$ cat src/rtl/md_pkg.sv
// Shared definitions for the iterative multiply/divide unit: operation
// encodings, controller states and the step-counter width helper.
package md_pkg;

    typedef enum logic [1:0] {
        MD_MULT  = 2'b00,
        MD_MULTU = 2'b01,
        MD_DIV   = 2'b10,
        MD_DIVU  = 2'b11
    } md_op_e;

    typedef enum logic [1:0] {
        IDLE = 2'd0,
        RUN  = 2'd1,
        FIX  = 2'd2
    } md_state_e;

    // Bits needed to hold the step count WIDTH/UNROLL (inclusive).
    function automatic int md_cnt_width(input int width, input int unroll);
        return $clog2(width / unroll + 1);
    endfunction

endpackage

$ cat src/rtl/md_step.sv
// One radix-2 iteration on a {hi, lo} working pair.
//   mode_i = 0: shift-add multiply step. lo holds the remaining multiplier
//               bits (LSB first) and receives product bits from the top.
//   mode_i = 1: restoring divide step. lo holds the remaining dividend bits
//               (MSB first) and receives quotient bits at the bottom; hi is
//               the partial remainder, always < m_i between steps.
module md_step #(
    parameter int WIDTH = 32
) (
    input  logic             mode_i,
    input  logic [WIDTH-1:0] hi_i,
    input  logic [WIDTH-1:0] lo_i,
    input  logic [WIDTH-1:0] m_i,
    output logic [WIDTH-1:0] hi_o,
    output logic [WIDTH-1:0] lo_o
);

    logic [WIDTH:0] sum;
    logic [WIDTH:0] sh;
    logic [WIDTH:0] diff;

    // Compute both step flavours and select by mode.
    always_comb begin
        sum  = {1'b0, hi_i} + (lo_i[0] ? {1'b0, m_i} : '0);
        sh   = {hi_i, lo_i[WIDTH-1]};
        // Since hi_i < m_i, sh < 2*m_i: a non-negative difference always
        // fits in WIDTH bits, so bit WIDTH is exactly the borrow.
        diff = sh - {1'b0, m_i};
        hi_o = sum[WIDTH:1];
        lo_o = {sum[0], lo_i[WIDTH-1:1]};
        if (mode_i) begin
            if (diff[WIDTH]) begin
                hi_o = sh[WIDTH-1:0];
                lo_o = {lo_i[WIDTH-2:0], 1'b0};
            end else begin
                hi_o = diff[WIDTH-1:0];
                lo_o = {lo_i[WIDTH-2:0], 1'b1};
            end
        end
    end

endmodule

$ cat src/rtl/md_iter_unit.sv
// Iterative multiply/divide unit with architectural HI/LO registers.
// Operands are reduced to magnitudes on acceptance, iterated UNROLL steps per
// clock for WIDTH/UNROLL clocks, then sign-corrected in FIX and written to
// HI/LO. Handshake: an operation is accepted on a rising edge where the unit
// is IDLE, start=1 and abort=0; busy is then high for N+1 cycles, done pulses
// during the final (FIX) cycle and HI/LO hold the result from the next cycle.
module md_iter_unit
    import md_pkg::*;
#(
    parameter int WIDTH  = 32,
    parameter int UNROLL = 1
) (
    input  logic             clk,
    input  logic             rst,
    input  logic             start,
    input  logic [1:0]       op,
    input  logic [WIDTH-1:0] a,
    input  logic [WIDTH-1:0] b,
    input  logic             abort,
    input  logic             hi_we,
    input  logic             lo_we,
    input  logic [WIDTH-1:0] wdata,
    output logic             busy,
    output logic             done,
    output logic             div_by_zero,
    output logic [WIDTH-1:0] hi,
    output logic [WIDTH-1:0] lo
);

    localparam int N  = WIDTH / UNROLL;
    localparam int CW = md_cnt_width(WIDTH, UNROLL);

    md_state_e        state_q, state_d;
    logic [CW-1:0]    cnt_q, cnt_d;
    logic [1:0]       op_q, op_d;
    logic             neg_a_q, neg_a_d;
    logic             neg_b_q, neg_b_d;
    logic             b_zero_q, b_zero_d;
    logic [WIDTH-1:0] acc_q, acc_d;
    logic [WIDTH-1:0] mq_q, mq_d;
    logic [WIDTH-1:0] m_q, m_d;
    logic [WIDTH-1:0] hi_q, hi_d;
    logic [WIDTH-1:0] lo_q, lo_d;
    logic             busy_q, busy_d;

    logic             accept;
    logic             write_res;
    logic             in_neg_a, in_neg_b;
    logic [WIDTH-1:0] a_mag, b_mag;
    logic [WIDTH-1:0] run_hi, run_lo;
    logic [WIDTH-1:0] res_hi, res_lo;
    logic [2*WIDTH-1:0] prod_fix;

    // UNROLL chained radix-2 steps; stage 0 reads the working registers.
    for (genvar g = 0; g < UNROLL; g++) begin : g_step
        logic [WIDTH-1:0] hi_in, lo_in, hi_out, lo_out;
        if (g == 0) begin : g_first
            assign hi_in = acc_q;
            assign lo_in = mq_q;
        end else begin : g_next
            assign hi_in = g_step[g-1].hi_out;
            assign lo_in = g_step[g-1].lo_out;
        end
        md_step #(.WIDTH(WIDTH)) u_step (
            .mode_i (op_q[1]),
            .hi_i   (hi_in),
            .lo_i   (lo_in),
            .m_i    (m_q),
            .hi_o   (hi_out),
            .lo_o   (lo_out)
        );
    end
    assign run_hi = g_step[UNROLL-1].hi_out;
    assign run_lo = g_step[UNROLL-1].lo_out;

    // Operand signs and magnitudes; only signed ops (op[0]==0) see a sign.
    always_comb begin
        in_neg_a = ~op[0] & a[WIDTH-1];
        in_neg_b = ~op[0] & b[WIDTH-1];
        a_mag    = in_neg_a ? -a : a;
        b_mag    = in_neg_b ? -b : b;
    end

    // State register.
    always_ff @(posedge clk or negedge rst) begin
        if (!rst) state_q <= IDLE;
        else      state_q <= state_d;
    end

    // Next-state logic: abort always returns to IDLE and blocks a new start.
    always_comb begin
        state_d = state_q;
        unique case (state_q)
            IDLE:    if (start && !abort) state_d = RUN;
            RUN:     if (abort) state_d = IDLE;
                     else if (cnt_q == CW'(1)) state_d = FIX;
            FIX:     state_d = IDLE;
            default: state_d = IDLE;
        endcase
    end

    // FSM outputs: the FIX cycle publishes the result unless it is aborted.
    always_comb begin
        accept      = (state_q == IDLE) && start && !abort;
        write_res   = (state_q == FIX) && !abort;
        done        = write_res;
        div_by_zero = write_res && op_q[1] && b_zero_q;
    end

    // Sign correction of the finished magnitudes into HI/LO values.
    always_comb begin
        prod_fix = {acc_q, mq_q};
        if (~op_q[0] && (neg_a_q ^ neg_b_q)) prod_fix = -prod_fix;
        res_hi = prod_fix[2*WIDTH-1:WIDTH];
        res_lo = prod_fix[WIDTH-1:0];
        if (op_q[1]) begin
            // With a zero divisor every step succeeds, so the remainder ends
            // up holding |a|; re-signing it reproduces the raw dividend.
            res_hi = (~op_q[0] && neg_a_q) ? -acc_q : acc_q;
            res_lo = (~op_q[0] && (neg_a_q ^ neg_b_q)) ? -mq_q : mq_q;
            if (b_zero_q) res_lo = '1;
        end
    end

    // Working-register, counter and HI/LO next-state logic.
    always_comb begin
        cnt_d    = cnt_q;
        op_d     = op_q;
        neg_a_d  = neg_a_q;
        neg_b_d  = neg_b_q;
        b_zero_d = b_zero_q;
        acc_d    = acc_q;
        mq_d     = mq_q;
        m_d      = m_q;
        if (accept) begin
            cnt_d    = CW'(N);
            op_d     = op;
            neg_a_d  = in_neg_a;
            neg_b_d  = in_neg_b;
            b_zero_d = (b == '0);
            acc_d    = '0;
            mq_d     = a_mag;
            m_d      = b_mag;
        end else if (state_q == RUN) begin
            cnt_d = cnt_q - CW'(1);
            acc_d = run_hi;
            mq_d  = run_lo;
        end
        // Direct writes land in any state; a completing operation wins.
        hi_d = hi_we ? wdata : hi_q;
        lo_d = lo_we ? wdata : lo_q;
        if (write_res) begin
            hi_d = res_hi;
            lo_d = res_lo;
        end
        busy_d = (state_d != IDLE);
    end

    // Datapath and output registers.
    always_ff @(posedge clk or negedge rst) begin
        if (!rst) begin
            cnt_q    <= '0;
            op_q     <= '0;
            neg_a_q  <= 1'b0;
            neg_b_q  <= 1'b0;
            b_zero_q <= 1'b0;
            acc_q    <= '0;
            mq_q     <= '0;
            m_q      <= '0;
            hi_q     <= '0;
            lo_q     <= '0;
            busy_q   <= 1'b0;
        end else begin
            cnt_q    <= cnt_d;
            op_q     <= op_d;
            neg_a_q  <= neg_a_d;
            neg_b_q  <= neg_b_d;
            b_zero_q <= b_zero_d;
            acc_q    <= acc_d;
            mq_q     <= mq_d;
            m_q      <= m_d;
            hi_q     <= hi_d;
            lo_q     <= lo_d;
            busy_q   <= busy_d;
        end
    end

    assign busy = busy_q;
    assign hi   = hi_q;
    assign lo   = lo_q;

endmodule

$ cat config.mk
export PLATFORM = sky130hd
export DESIGN_NAME = md_iter_unit
export DESIGN_NICKNAME = d
export VERILOG_FILES = /design/src/rtl/md_pkg.sv /design/src/rtl/md_step.sv /design/src/rtl/md_iter_unit.sv
export SDC_FILE = /design/constraint.sdc
export NUM_CORES = 1
export LEC_CHECK = 0
export BUFFER_PORTS_ARGS = -buffer_cell sky130_fd_sc_hd__buf_4
export CAP_MARGIN = 20
export CORE_ASPECT_RATIO = 1.4
export CORE_UTILIZATION = 55
export DETAILED_ROUTE_END_ITERATION = 6
export GPL_TIMING_DRIVEN = 1
export PLACE_DENSITY = 0.76
export SLEW_MARGIN = 20
export SYNTH_ARGS = -nofsm -noshare
export SYNTH_HDL_FRONTEND = slang
export SYNTH_SLANG_ARGS = --single-unit
$ cat constraint.sdc
create_clock -name clk -period 4.1 [get_ports clk]
set_input_delay 0.82 -clock clk [delete_from_list [all_inputs] [get_ports clk]]
set_output_delay 0.82 -clock clk [all_outputs]
set_load 0.01 [all_outputs]
After elaboration in Yosys (flattened, before gate mapping). Cells that the tools add are included.

Register bits: 174. Input bits: 104. Output and inout port bits: 67. Logic and storage cells: 70.

Add/subtract/negate cells: 8. Equal/unequal tests: 3. Multiplexer cells: 27. Bitwise logic cells: 5. Reductions and logical operators: 15.

Operator list (count): 2-to-1 mux 32 bit (19); negation 32 bit (4); 2-to-1 mux 64 bit (1); negation 64 bit (1); adder 32 x 33 -> 33 bit (1); subtractor 33 x 32 -> 33 bit (1); zero test 32 bit (1); 2-to-1 mux 6 bit (2); logical AND 1 bit (8); nonzero test 2 bit (4); equality test 6 x 1 -> 1 bit (second input constant) (1); 2-to-1 mux 2 bit (3); subtractor 6 x 1 -> 6 bit (second input constant) (1); one-hot mux 2 bit (2 select lines) (1); AND 1 bit (2); equality test 2 x 1 -> 1 bit (second input constant) (1); equality test 2 bit (second input constant) (1); zero test 2 bit (1); inverter 1 bit (2); zero test 1 bit (1); 2-to-1 mux 1 bit (1); XOR 1 bit (1).

Logic depth before layout (Yosys ltp). Gate-level depths: netlist of run 1.

Depth in word-level cells: 6. Depth in mapped cells: 14. Depth with buffers taken out: 13.

By module. Synthesis of run 1 repeated with hierarchy kept, for this count alone.

Cells, all modules: 1904. Area total of the unflattened synthesis: 15195.8 sq um.

Modules (own cells, without submodules): md_iter_unit (times used 1, cells an instance 1241, area each 10605.2 sq um, seq. area each 4354.2 sq um); md_step (times used 1, cells an instance 663, area each 4590.7 sq um, seq. area each 0.0 sq um).

Worst setup path after synthesis of run 1. Ideal clock, no wire load.

Path kind: register to register. Start: register mq_q[31], in the netlist g_step[0].lo_in[31]. End: register acc_q[9]. Library setup time: 0.126 ns. Arrival time: 3.302 ns. Required time: 3.974 ns. Setup slack: 0.672 ns. Cell stages (with the launch flop): 13. Buffers on the path: 1. Period minus slack after synthesis: 3.428 ns. Cells stage by stage: dfrtp_1 inv_1 ha_1 fa_1 nand2b_1 a21oi_1 o211ai_1 a211oi_1 o211ai_1 a211oi_2 buf_2 nor2_1 a221o_1.

Longest elaborated chain between the ends: 5.

RTL lines: from (decl) (RTL line md_iter_unit.sv:40) `logic [WIDTH-1:0] mq_q, mq_d;`; from (signal assigned) (RTL line md_iter_unit.sv:180) `mq_q <= mq_d;`; subtractor 33 x 32 -> 33 bit (RTL line md_step.sv:28) `diff = sh - {1'b0, m_i};`; 2-to-1 mux 32 bit (RTL line md_step.sv:32) `if (diff[WIDTH]) begin`; 2-to-1 mux 32 bit (RTL line md_step.sv:31) `if (mode_i) begin`; 2-to-1 mux 32 bit (RTL line md_iter_unit.sv:144) `end else if (state_q == RUN) begin`; 2-to-1 mux 32 bit (RTL line md_iter_unit.sv:135) `if (accept) begin`; to (signal assigned) (RTL line md_iter_unit.sv:167) `acc_q <= '0;`; to (signal assigned) (RTL line md_iter_unit.sv:179) `acc_q <= acc_d;`; to (decl) (RTL line md_iter_unit.sv:39) `logic [WIDTH-1:0] acc_q, acc_d;`.

No other way between the ends. The select of a mux whose other input is x is not followed. A chain may end at the register's enable or synchronous reset.

Worst setup path in the final report of run 1.
Start: register mq_q[31], in the netlist g_step[0].lo_in[31]. End: register acc_q[30].

Same word-level chain as after synthesis.

==> results_dict.tcl, run 1 <==
set metrics [dict create \
    clk_pin_slew_ns 0.08 \
    place_ws_ns 0.375 \
    worst_pin_slew_ns 0.920 \
    syn_inst 1755 \
    finalCriticalPeriod_ns 3.78 \
    setup_violations 0 \
    p_per_area_nw_per_um2 695 \
    fill_cells 2274 \
    num_io_pins 171 \
    final_cell_mix "buf_4 (203), nand2_1 (174), dfrtp_1 (173), nor2_1 (147), o21ai_0 (146)" \
    clock_skew_ns 0.0136 \
    cpPeakStageDelay_ns 0.40 \
    synth_largest_area_cell "dfrtp_1" \
    critPathBufInv 3 \
    grt_remaining_overflow 0 \
    crit_chain "inv_1 -> ha_1 -> fa_1 -> nand2b_1 -> a21oi_1 -> o211ai_1 -> a211oi_1 -> buf_4 -> o2111a_1 -> a211oi_4 -> buf_4 -> and3_1 -> a211o_1 -> a311oi_1" \
    fp.dieH_um 194 \
    start_util 0.564 \
    arrival_ns 4.13 \
    clk_latency_ns 0.45 \
    cp_top_family "compound AO/OA/AOI/OAI gates" \
    total_power_w 0.0116 \
    synthTopCellsByArea "dfrtp_1 (30%), mux2i_1 (8.1%), xnor2_1 (6.6%), ha_1 (6.1%), o21ai_0 (5.1%)" \
    critPathRequiredTime_ns 4.46 \
    dpl.hpwl_mm 35.5 \
    hold_buffers 0 \
    min_period_over_period 0.921 \
    cts_buffers 17 \
    yosys_warnings 0 \
    path_class "flip-flop to flip-flop" \
    final_antenna_net_count 0 \
    cpMostUsedCell "buf_4" \
    outcome "finished, violations left" \
    postCtsSetupBuffers 0 \
    leakagePower_nw 7.58 \
    ys_seq_elements 174 \
    cts.sinks 174 \
    hold_violations 0 \
    via_count 14157 \
    cts_resized 0 \
    avgRoutedWirePerCell_um 21.0 \
    design.core.area_um2 25600 \
    wl_mm 46.7 \
    port_buffers 170 \
    synth-edff-count 0 \
    fp.dieArea_um2 26900 \
    synthFlopType "dfrtp_1" \
    synth_seq_area_share 0.302 \
    slowest_stage "dfrtp_1" \
    antenna_found_initial 0 \
    r2r_slack_ns 0.32 \
    firstDrtPassIters 7 \
    cts_tree "built" \
    area_delta_synth_final_pct 15.5 \
    die_x_um 139 \
    setup_ws_ns 0.324 \
    cp_max_fo 16 \
    clockRootBuffer "clkbuf_16" \
    ys_types 76 \
    cts_buffer_depth 2 \
    grt_use_total 0.350 \
    cts_htree_levels 4 \
    netlist_area_um2 14400 \
    endpoint_kind "flip-flop" \
    drv_cap 0 \
    design_area_um2 16700 \
    ir_drop_mv 0.366 \
    final_common_cell "buf_4" \
    violations "DRC" \
    rsz0062_at_grt "false" \
    hold_class "input pin to async pin" \
    max_freq_mhz 265 \
    first_iter_violations 940 \
    rows 69 \
    start_kind "flip-flop" \
    placed_cell_area_um2 16000 \
    synth_top_area_frac 0.302 \
    routed_via_density 6.38 \
    relSlewSlack 0.385 \
    num-nets-final 2064 \
    drc 25 \
    synth-async-reset-ratio 1.00 \
    whs_ns 0.350 \
    grt_first_pass_wirelength_mm 73.8 \
    finalSetupTns_ns 0 \
    place.gp.congestion 0.996 \
    grt_pass1_vias 13958 \
    finalMaxSlewViolations 0 \
    post_synth.cell_area_avg_um2 8.21 \
    grt_max_degree 76 \
    drive_gt1_frac 0.142 \
    n_antenna_cell 0 \
    synth.net_count 1931 \
]
metal layers:
layer,vias to the layer above,track usage,share of wire
met1,6790,0.388,0.37
met2,588,0.618,0.50
met3,164,0.0426,0.055
met4,0,0.253,0.072
met5,-,0,0
li1,6615,-,-
where the power goes:
| part | internal, W | switching (W) | leakage (nW) |
|---|---|---|---|
| registers | 0.00217 | 0.000729 | 2.12 |
| clock network | 0.000944 | 0.000774 | 0.290 |
| logic | 0.00287 | 0.00409 | 5.17 |
cell usage after synthesis (57+ instances only):
library cell,instances
dfrtp_1,174
nand2_1,174
nor2_1,149
o21ai_0,146
mux2i_1,117
a21oi_1,114
xnor2_1,109
clkbuf_1,79
inv_1,71
ha_1,70
xor2_1,57
through the flow:
stage | util | instances
2_1_floorplan | - | 1755
3_3_place_gp | 0.628 | 2188
3_5_place_dp | 0.628 | 2188
4_1_cts | 0.652 | 2220
5_1_grt | 0.652 | 2220
6_report | 0.652 | 2220
layout make-up:
type                            instances  area, um^2  area share
Tap cell                              319         399      0.0240
Inverter                               71         267      0.0160
Timing Repair Buffer                  205        1560      0.0934
Clock buffer                           19         453      0.0272
Multi-Input combinational cell       1419        9470       0.569
Sequential cell                       174        4360       0.261
Clock inverter                         13         154     0.00924
path summary, 6_finish.rpt:
kind,start,endpoint,cells after the start
max,g_step[0].lo_in[31],acc_q[30],14
min reg2reg,m_q[8],m_q[8],2
min,rst,g_step[0].lo_in[14],1
max reg2reg,g_step[0].lo_in[31],acc_q[30],14
max in group asynchronous,rst,acc_q[19],2
min in group clk,m_q[8],m_q[8],2
cells by family after synthesis:
logic type / synth area share
and+or+nand+nor: 0.175
xor gates and xnor gates: 0.101
adders and majority gates: 0.0635
buffers and inverters: 0.0427
muxes: 0.0836
DFF: 0.302
AOI/OAI and AO/OA: 0.232
flip-flops by register name, summed over array words and instances (netlist names):
name          flops
neg_b_q           1
g_step.lo_in     32
op_q              2
state_q           2
acc_q            32
b_zero_q          1
m_q              32
cnt_q             6
neg_a_q           1
hi               32
lo               32
busy              1
(Power assumes the default switching activity.)
==> run 2: changes to the inputs <==
GPL_ROUTABILITY_DRIVEN = 0   (was unset)
clock period = 4.16 ns   (was 4.1 ns; I/O delays follow)
==> run 2 against run 1 <==
The run still ends with DRC left. Hold slack better by 0.0086 ns. Count of clock-buffer cells in the layout shrank 2. Register-to-register slack improved by 0.03 ns. Die area did not move. Largest cell class unchanged. Final cell count shrank 0.18%. Fmax is 0.71% lower. Design area hardly changed. Setup slack improved by 0.033 ns. Sequential share of layout area hardly changed. Largest power group unchanged. First-iteration DRC count grew 26%.
==> results_dict.tcl, run 2 (same netlist as run 1, synthesis figures left out) <==
set metrics [dict create \
    n_antenna_cell 0 \
    violations "DRC" \
    grt_first_pass_wirelength_mm 73.5 \
    die_x_um 139 \
    design.core.area_um2 25600 \
    antenna_found_initial 0 \
    cts_resized 0 \
    swShare 0.482 \
    drive_gt1_frac 0.140 \
    final_antenna_net_count 0 \
    p_int_w 0.00593 \
    stdcell_count 2216 \
    cp_max_fo 23 \
    clk_pin_slew_ns 0.07 \
    arrival_ns 4.15 \
    critPathRequiredTime_ns 4.51 \
    routed_via_density 6.40 \
    finalMaxSlewViolations 0 \
    drc 24 \
    p_clk_frac 0.149 \
    start_util 0.564 \
    cts_buffer_depth 2 \
    min_period_over_period 0.914 \
    avgRoutedWirePerCell_um 21.0 \
    r2r_slack_ns 0.36 \
    grt_use_total 0.349 \
    cts_tree "built" \
    start_kind "flip-flop" \
    grt_max_degree 78 \
    hold_class "input pin to async pin" \
    outcome "finished, violations left" \
    first_iter_violations 1182 \
    wl_mm 46.5 \
    final_common_cell "buf_4" \
    relSlewSlack 0.384 \
    finalCriticalPeriod_ns 3.80 \
    hold_violations 0 \
    rsz0062_at_grt "false" \
    worst_pin_slew_ns 0.924 \
    cts.sinks 174 \
    clock_skew_ns 0.00958 \
    max_freq_mhz 263 \
    dpl.hpwl_mm 35.2 \
    ir_drop_mv 0.414 \
    path_class "flip-flop to flip-flop" \
    area_delta_synth_final_pct 15.4 \
    grt_pass1_vias 13846 \
    combPwrFrac 0.597 \
    setup_violations 0 \
    place_inst 2184 \
    finalSetupTns_ns 0 \
    fp.dieH_um 194 \
    clockRootBuffer "clkbuf_16" \
    num-nets-final 2060 \
    postCtsSetupBuffers 0 \
    cts_htree_levels 4 \
    cts_buffers 17 \
    fp.dieArea_um2 26900 \
    drv_cap 0 \
    seq_power_share 0.253 \
    num_io_pins 171 \
    hold_buffers 0 \
    final_cell_mix "buf_4 (198), nand2_1 (174), dfrtp_1 (173), nor2_1 (146), o21ai_0 (146)" \
    via_count 14183 \
    p_per_area_nw_per_um2 688 \
    rows 69 \
    firstDrtPassIters 7 \
    port_buffers 170 \
    p_switching_w 0.00552 \
    leakagePower_nw 7.58 \
    clk_latency_ns 0.45 \
    endpoint_kind "flip-flop" \
    grt_remaining_overflow 0 \
]
[run 2: per-stage QoR]
step	hold slack, ns	util	worst slack, ns	instance area (um^2)	total power, W
finish	0.359	0.651	0.357	16600	0.0114
global route	0.416	0.651	0.164	16600	0.0122
CTS	0.412	0.651	0.412	16600	0.0113
detailed placement	0.469	0.627	0.451	16000	0.00956
global placement	0.464	0.627	0.521	16000	0.00940
floorplan	0.450	-	0.732	14400	0.00751
[run 2: path summary, 6_finish.rpt]
check / start / end / depth (start not counted)
max in group asynchronous: rst / acc_q[30] / 2
hold / removal: rst / g_step[0].lo_in[14] / 1
min in group clk: m_q[13] / m_q[13] / 2
setup / recovery: g_step[0].lo_in[31] / acc_q[30] / 14
setup reg to reg: g_step[0].lo_in[31] / acc_q[30] / 14
hold reg to reg: m_q[13] / m_q[13] / 2
[run 2: cell type report]
class / instances / area [um^2]
clock buffers: 17 / 425
flip-flops and latches: 174 / 4360
repair buffers: 201 / 1540
well taps: 319 / 399
multi-input cells: 1419 / 9480
inverters: 71 / 267
fillers: 2154 / 8910
clock inverters: 15 / 180
[run 2: worst max-delay path: stages, from the launching register on]
cell and delay [ns]:
dfrtp_1 0.42, inv_1 0.12, ha_1 0.26, fa_1 0.41, nand2b_1 0.19, a21oi_1 0.26
o211ai_1 0.25, a211oi_1 0.25, buf_4 0.18, o2111a_1 0.23, a211oi_4 0.07, buf_12 0.19
and3_1 0.30, a211o_1 0.32, a311oi_1 0.25
[run 2: power groups by stage]
| stage | clock, W | combinational (W) | sequential, W |
|---|---|---|---|
| 2_1_floorplan | 0 | 0.00485 | 0.00266 |
| 4_1_cts | 0.00172 | 0.00670 | 0.00287 |
| 6_report | 0.00171 | 0.00684 | 0.00290 |
| 3_3_place_gp | 0 | 0.00652 | 0.00288 |
| 5_1_grt | 0.00179 | 0.00743 | 0.00295 |
| 3_5_place_dp | 0 | 0.00666 | 0.00290 |
[run 2: layer usage]
metal | GRT usage | share of wire | up-vias
li1 | - | - | 6612
met3 | 0.0490 | 0.061 | 192
met2 | 0.618 | 0.50 | 652
met1 | 0.383 | 0.36 | 6727
met5 | 0 | 0 | -
met4 | 0.244 | 0.071 | 0
